===== config.mk =====
export PLATFORM = sky130hd
export DESIGN_NAME = bcd_scan_decoder_flat
export DESIGN_NICKNAME = d
export VERILOG_FILES = /design/src/rtl/bcd_scan_decoder_pkg.sv /design/src/rtl/bcd_scan_decoder_if.sv /design/src/rtl/bcd_scan_decoder_dec_bcd10.sv /design/src/rtl/bcd_scan_decoder.sv /design/src/flat_wrapper.sv
export SDC_FILE = /design/constraint.sdc
export NUM_CORES = 1
export LEC_CHECK = 0
export CELL_PAD_IN_SITES_DETAIL_PLACEMENT = 1
export CELL_PAD_IN_SITES_GLOBAL_PLACEMENT = 2
export CORE_MARGIN = 2
export CORE_UTILIZATION = 31
export DETAILED_ROUTE_END_ITERATION = 16
export PLACE_DENSITY = 0.87
export SETUP_SLACK_MARGIN = 0.15
export SLEW_MARGIN = 25
export SYNTH_ARGS = -nofsm -noshare
export SYNTH_HDL_FRONTEND = slang
export SYNTH_SLANG_ARGS = --single-unit

===== constraint.sdc =====
create_clock -name clk -period 1.9 [get_ports clk]
set_input_delay 0.38 -clock clk [delete_from_list [all_inputs] [get_ports clk]]
set_output_delay 0.38 -clock clk [all_outputs]
set_load 0.03 [all_outputs]

===== src/rtl/bcd_scan_decoder_pkg.sv =====
`default_nettype none
// +----------------------------------------------------------------------------+
// | dec_pkg : shared BCD-to-decimal constants and helper functions              |
// | Revision: 1.0                                                              |
// +----------------------------------------------------------------------------+
package dec_pkg;

  localparam logic [9:0] DEC_OFF = 10'b11_1111_1111;

  function automatic logic is_bcd_valid(input logic [3:0] code);
    return code < 4'd10;
  endfunction

  function automatic logic [9:0] bcd_to_dec10_n(input logic [3:0] code);
    logic [9:0] dec_n;
    dec_n = DEC_OFF;
    if (is_bcd_valid(code)) dec_n = ~(10'd1 << code);
    return dec_n;
  endfunction

endpackage
`default_nettype wire


===== src/rtl/bcd_scan_decoder_if.sv =====
`default_nettype none
// +----------------------------------------------------------------------------+
// | bcd_scan_decoder_if : digit input and lamp-drive bundle of the scanner      |
// | Revision: 1.0                                                              |
// +----------------------------------------------------------------------------+
interface bcd_scan_decoder_if #(
  parameter int NUM_DIG = 4
);
  logic                   en;
  logic [4*NUM_DIG-1:0]   entrada;
  logic                   clr_erro;
  logic [9:0]             saida;
  logic [NUM_DIG-1:0]     sel;
  logic                   frame_tick;
  logic                   erro;

  modport master (
    output en, entrada, clr_erro,
    input  saida, sel, frame_tick, erro
  );

  modport slave (
    input  en, entrada, clr_erro,
    output saida, sel, frame_tick, erro
  );
endinterface
`default_nettype wire


===== src/rtl/bcd_scan_decoder_dec_bcd10.sv =====
`default_nettype none
// +----------------------------------------------------------------------------+
// | dec_bcd10 : combinational 4-to-10 active-low decimal decoder               |
// | Revision: 1.0                                                              |
// +----------------------------------------------------------------------------+
module dec_bcd10
  import dec_pkg::*;
(
  input  logic [3:0] bcd,
  output logic [9:0] dec_n,
  output logic       valid
);

  assign dec_n = bcd_to_dec10_n(bcd);
  assign valid = is_bcd_valid(bcd);

endmodule
`default_nettype wire


===== src/rtl/bcd_scan_decoder.sv =====
`default_nettype none
// +----------------------------------------------------------------------------+
// | bcd_scan_decoder : multiplexed BCD lamp scanner with blanking and error    |
// | Revision: 1.0                                                              |
// +----------------------------------------------------------------------------+
module bcd_scan_decoder
  import dec_pkg::*;
#(
  parameter int NUM_DIG  = 4,
  parameter int DIV      = 1000,
  parameter int DEAD     = 2,
  parameter int BLANK_LZ = 1
) (
  input  logic               clk,
  input  logic               rst,
  bcd_scan_decoder_if.slave  bus
);

  localparam int IDX_W = (NUM_DIG > 1) ? $clog2(NUM_DIG) : 1;
  localparam int PRE_W = $clog2(DIV);
  localparam logic [PRE_W-1:0] PRE_LAST = PRE_W'(DIV - 1);
  localparam logic [IDX_W-1:0] IDX_LAST = IDX_W'(NUM_DIG - 1);

  logic [PRE_W-1:0]       r_presc;
  logic [IDX_W-1:0]       r_idx;
  logic [4*NUM_DIG-1:0]   r_snap;
  logic                   r_primed;
  logic [9:0]             r_saida;
  logic [NUM_DIG-1:0]     r_sel;
  logic                   r_tick;
  logic                   r_erro;

  logic [NUM_DIG-1:0]     w_hi_zero;
  logic [3:0]             w_d;
  logic                   w_hz;
  logic [9:0]             w_dec;
  logic                   w_valid;
  logic                   w_live;
  logic                   w_wrap;
  logic                   w_cap;
  logic                   w_blank;
  logic [NUM_DIG-1:0]     w_sel_n;

  // w_hi_zero[i]: every digit above slot i is zero, so slot i holds a leading zero
  for (genvar i = 0; i < NUM_DIG; i++) begin : g_hi_zero
    if (i == NUM_DIG - 1) begin : g_top
      assign w_hi_zero[i] = 1'b1;
    end else begin : g_mid
      assign w_hi_zero[i] = ~|r_snap[4*NUM_DIG-1:4*(i+1)];
    end
  end

  always_comb begin
    w_d  = 4'd0;
    w_hz = 1'b0;
    for (int i = 0; i < NUM_DIG; i++) begin
      if (r_idx == IDX_W'(i)) begin
        w_d  = r_snap[4*i +: 4];
        w_hz = w_hi_zero[i];
      end
    end
  end

  dec_bcd10 u_dec (
    .bcd   (w_d),
    .dec_n (w_dec),
    .valid (w_valid)
  );

  if (DEAD == 0) begin : g_nodead
    assign w_live = bus.en;
  end else begin : g_dead
    assign w_live = bus.en && (r_presc >= PRE_W'(DEAD));
  end

  assign w_wrap  = (r_presc == PRE_LAST);
  assign w_cap   = bus.en && (!r_primed || (w_wrap && (r_idx == IDX_LAST)));
  assign w_blank = (BLANK_LZ != 0) && (w_d == 4'd0) && w_hz && (r_idx != '0);
  assign w_sel_n = w_live ? ~(NUM_DIG'(1) << r_idx) : '1;

  always_ff @(posedge clk) begin
    if (rst) begin
      r_presc  <= '0;
      r_idx    <= '0;
      r_snap   <= '0;
      r_primed <= 1'b0;
      r_saida  <= DEC_OFF;
      r_sel    <= '1;
      r_tick   <= 1'b0;
      r_erro   <= 1'b0;
    end else begin
      if (bus.en) begin
        r_primed <= 1'b1;
        if (w_wrap) begin
          r_presc <= '0;
          r_idx   <= (r_idx == IDX_LAST) ? '0 : r_idx + IDX_W'(1);
        end else begin
          r_presc <= r_presc + PRE_W'(1);
        end
      end
      if (w_cap) r_snap <= bus.entrada;
      r_tick  <= w_cap;
      r_saida <= (bus.en && !w_blank) ? w_dec : DEC_OFF;
      r_sel   <= w_sel_n;
      // a fresh invalid code outranks a simultaneous clear
      r_erro  <= (bus.en && !w_valid) || (r_erro && !bus.clr_erro);
    end
  end

  assign bus.saida      = r_saida;
  assign bus.sel        = r_sel;
  assign bus.frame_tick = r_tick;
  assign bus.erro       = r_erro;

endmodule
`default_nettype wire

===== src/flat_wrapper.sv =====
// flat-port wrapper written by rule: the top's interface ports become plain ports
module bcd_scan_decoder_flat import dec_pkg::*;
#(
  parameter int NUM_DIG  = 4,
  parameter int DIV      = 1000,
  parameter int DEAD     = 2,
  parameter int BLANK_LZ = 1
)
  (clk, rst, bus_en, bus_entrada, bus_clr_erro, bus_saida, bus_sel, bus_frame_tick, bus_erro);
  bcd_scan_decoder_if #(.NUM_DIG(NUM_DIG)) bus_i ();
  input  logic clk;
  input  logic rst;
  input wire logic [$bits(bus_i.en)-1:0] bus_en;
  input wire logic [$bits(bus_i.entrada)-1:0] bus_entrada;
  input wire logic [$bits(bus_i.clr_erro)-1:0] bus_clr_erro;
  output wire logic [$bits(bus_i.saida)-1:0] bus_saida;
  output wire logic [$bits(bus_i.sel)-1:0] bus_sel;
  output wire logic [$bits(bus_i.frame_tick)-1:0] bus_frame_tick;
  output wire logic [$bits(bus_i.erro)-1:0] bus_erro;
  assign bus_i.en = bus_en;
  assign bus_i.entrada = bus_entrada;
  assign bus_i.clr_erro = bus_clr_erro;
  assign bus_saida = bus_i.saida;
  assign bus_sel = bus_i.sel;
  assign bus_frame_tick = bus_i.frame_tick;
  assign bus_erro = bus_i.erro;
  bcd_scan_decoder #(.NUM_DIG(NUM_DIG), .DIV(DIV), .DEAD(DEAD), .BLANK_LZ(BLANK_LZ)) u_core (.clk(clk), .rst(rst), .bus(bus_i));
endmodule

==> Flow_metrics.wiki <==
{| class="wikitable"
! Metric !! Value
|-
| Outcome || finished, final reports clean
|-
| Total count of max-transition violations in the final report || 0
|-
| Delay of the slowest critical-path stage || around 0.45 ns
|-
| 1st-iter DRT viols || 44
|-
| Leftover overflow at the end of global routing || 0
|-
| Final hold violations || 0
|-
| Routed vias || 1673
|-
| Crit path buffers/inverters || 2
|-
| Number of antenna violations at the first check in global routing || 0
|-
| Top cell type by total area after synthesis || sky130_fd_sc_hd__dfxtp_1
|-
| Total Negative Setup Slacks || 0 ns
|-
| Most used standard cells in the synthesized netlist || sky130_fd_sc_hd__nand2_1 (51), sky130_fd_sc_hd__dfxtp_1 (45), sky130_fd_sc_hd__mux2i_1 (17), sky130_fd_sc_hd__nor2_1 (17), sky130_fd_sc_hd__nand3_1 (11)
|-
| Startpoint of the most critical register-to-register path || u_core.r_idx[0]
|-
| Number of buffers added by the clock tree synthesis step || 5
|-
| Post-synth net total || 246
|-
| Fin crit share || 0.928
|-
| Post-synth top area share || 0.453
|-
| Critical path launch point || u_core.r_idx[0]
|-
| Synth Cell Area || 1990 um2
|-
| Hold Path Sink || u_core.r_snap[3]
|-
| Reg-to-reg setup timing slack || about 0.14 ns
|-
| Busiest grt layer || met2
|-
| Unrepaired setup endpoints after global routing || true
|-
| Setup-failing EPs final || 0
|-
| Average cell area after synthesis || about 9.0 um2
|-
| Count of unique library cells instantiated by Yosys || 44
|-
| Clock root buffer || sky130_fd_sc_hd__clkbuf_8
|-
| Static Leak || roughly 1.0 nW
|-
| Die X-Extent || 84.1 um
|-
| Min-Delay Path Class || reg -> reg
|-
| Top Ports || 36
|-
| DP HPWL || 3470 um
|-
| Fraction of layout cells with a size suffix above 1 || 0.156
|-
| Port Buffer Count || 35
|-
| CORE AREA || around 6300 um2
|-
| Post-detailed-routing wire length || about 4800 um
|-
| Slew at the pin with the worst max-slew slack || ~0.44 ns
|-
| Total of hold buffers inserted after clock tree synthesis || 0
|-
| Tightest slew margin relative to the limit || 0.706
|-
| Final standard cell area without fillers || roughly 2700 um2
|-
| Cell type of the slowest stage on the worst timing path || sky130_fd_sc_hd__a2111oi_4
|-
| Met1 routing resource usage after global routing || 0.187
|-
| Post-Synthesis Cells || 220
|-
| Proportion of synthesized chip area in sequential cells || 0.453
|-
| Initial cell density of the core || 0.317
|-
| Number of nets with antenna violations after detailed routing || 0
|-
| Ordered list of cells on the worst path || inv_4, ha_4, buf_6, nor2b_4, o21a_1, a2111oi_4, nand3_1
|-
| Fraction of registers with async set or reset after synthesis || 0
|-
| Type of element launching the critical path || register
|-
| Routing usage on met3 || 0.0297
|-
| Die outline height || 84.1 um
|-
| DRC violations left || 0
|-
| Largest delay share family, worst path || compound AO/OA/AOI/OAI gates
|-
| Floorplan row count || 29
|-
| Primary FF master, synth || sky130_fd_sc_hd__dfxtp_1
|-
| Slack of the critical path || between 0.1 and 0.15 ns
|-
| Cells taking the most area after synthesis || sky130_fd_sc_hd__dfxtp_1 (45%), sky130_fd_sc_hd__nand2_1 (9.6%), sky130_fd_sc_hd__mux2i_1 (8.6%)
|-
| Via count of the first global-routing pass || approximately 1700
|-
| Capture point of the worst reg-to-reg path || u_core.bus.saida[3]
|-
| Number of clock sinks seen by CTS || 45
|-
| Clock transition at the registers of the reported paths || 0.08 ns
|-
| Largest net degree at the start of global routing || 36
|-
| Setup Skew || between 0.006 and 0.007 ns
|-
| Routed wire per std cell || 13.9 um
|-
| Category of the most critical setup path || reg -> reg
|-
| Type of element capturing the critical path || register
|-
| Upper clock frequency limit || ~570 MHz
|-
| Final min period || approximately 1.8 ns
|-
| Maximum fanout count along the critical path || 6
|-
| Worst Path Arrival || slightly below 2 ns
|-
| Synth-to-Final Area Change || 34.3%
|-
| Count of max-cap constraint violations || 0
|-
| Hold Crit Start || u_core.r_snap[3]
|-
| Minimum hold slack || between 0.4 and 0.5 ns
|-
| Insertion delay to the later sink of the worst-skew pair || around 0.30 ns
|-
| TritonCTS clock tree || yes
|-
| Reg2reg path depth || 7
|-
| Area of the die || slightly above 7000 um2
|-
| Met2 GRT Util || 0.217
|-
| Yosys warning count || 0
|-
| Maximum number of buffers from clock root to sink || 2
|-
| WHS Path Cells || 2
|-
| Worst slack at placement || about 0.054 ns
|-
| Total routing resource utilization after global routing || 0.137
|-
| Total power divided by cell area || ~690 nW/um2
|-
| Routability congestion estimate from global placement || 0.762
|-
| First-pass GRT wire length || roughly 7800 um
|-
| Inserted Diodes || 0
|-
| Most instantiated library cell after synthesis || sky130_fd_sc_hd__nand2_1
|-
| Largest vdd supply drop || 306 uV
|-
| Average via count per standard cell || 4.82
|-
| H-tree levels || 2
|-
| Post-placement cell area || 2490 um2
|-
| Number of synthesized register bits || 45
|-
| Required time at the endpoint of the critical path || around 2.1 ns
|-
| Number of enable-type register cells in the synthesized netlist || 0
|-
| Number of detailed-routing iterations run before antenna repair || 4
|-
| Post-layout nets || 295
|}
repair_timing:
item,in CTS,in global routing
pin swaps,5,10
cloned,0,0
gates resized for setup,8,11
setup buffers,1,3
endpoints found under the setup margin,11,11
layout make-up:
cell class	instances	area, um2
Fill cell	742	3610
Clock inverter	1	5.00
Clock buffer	7	96.3
Sequential cell	45	908
Inverter	5	21.3
Multi-Input combinational cell	161	1040
Tap cell	77	96.3
Timing Repair Buffer	51	499
state kept, by name (all words and copies together), names as in the netlist:
name / flops
u_core.bus.erro: 1
u_core.bus.frame_tick: 1
u_core.bus.saida: 10
u_core.bus.sel: 4
u_core.r_idx: 2
u_core.r_presc: 10
u_core.r_primed: 1
u_core.r_snap: 16
worst register-to-register path: stages (launching register included):
cell	delay, ns
sky130_fd_sc_hd__dfxtp_4	0.39
sky130_fd_sc_hd__inv_4	0.05
sky130_fd_sc_hd__ha_4	0.15
sky130_fd_sc_hd__buf_6	0.12
sky130_fd_sc_hd__nor2b_4	0.12
sky130_fd_sc_hd__o21a_1	0.22
sky130_fd_sc_hd__a2111oi_4	0.45
sky130_fd_sc_hd__nand3_1	0.13
power breakdown:
part	internal [mW]	switching [mW]
sequential	0.974	0.0226
clock	0.329	0.311
combinational	0.110	0.109
total	1.41	0.442
worst max path at each step:
stage / end / cells after the start / slack (ns)
6_report: u_core.bus.saida[3] / 7 / 0.14
5_1_grt: u_core.bus.saida[3] / 7 / 0.08
4_1_cts: u_core.bus.saida[3] / 7 / 0.16
3_5_place_dp: u_core.bus.saida[1] / 4 / 0.05
3_3_place_gp: u_core.r_presc[1] / 5 / 0.12
2_1_floorplan: u_core.bus.saida[0] / 6 / 0.19
through the flow:
step,utilization,cells,power [mW]
6_report,0.425,347,1.85
5_1_grt,0.425,347,1.95
4_1_cts,0.416,344,1.89
3_5_place_dp,0.396,335,1.24
3_3_place_gp,0.396,335,1.24
2_1_floorplan,-,220,1.15
metal layers:
metal / vias to the layer above / wire length (um)
li1: 852 / -
met1: 786 / 2360
met2: 31 / 2230
met3: 4 / 159
met4: 0 / 61
met5: - / 0
cells in the final DEF, fill, tap and decap left out, types with 6 or more instances in the layout:
cell and instances:
sky130_fd_sc_hd__nor2_1 16, sky130_fd_sc_hd__dfxtp_1 43, sky130_fd_sc_hd__buf_4 13, sky130_fd_sc_hd__clkdlybuf4s50_1 35, sky130_fd_sc_hd__clkbuf_8 7, sky130_fd_sc_hd__nand4_1 9
sky130_fd_sc_hd__nand2_1 51, sky130_fd_sc_hd__nand3_1 11, sky130_fd_sc_hd__mux2i_1 17, sky130_fd_sc_hd__xor2_1 6
cell families after synthesis:
group / count (synthesis) / share of synthesized area
xor gates and xnor gates: 9 / 0.0396
and+or+nand+nor: 109 / 0.256
DFF: 45 / 0.453
adders and majority gates: 6 / 0.0378
AOI/OAI and AO/OA: 20 / 0.0862
buffers and inverters: 14 / 0.0415
muxes: 17 / 0.0856
Power figures use the tool's default switching activity.
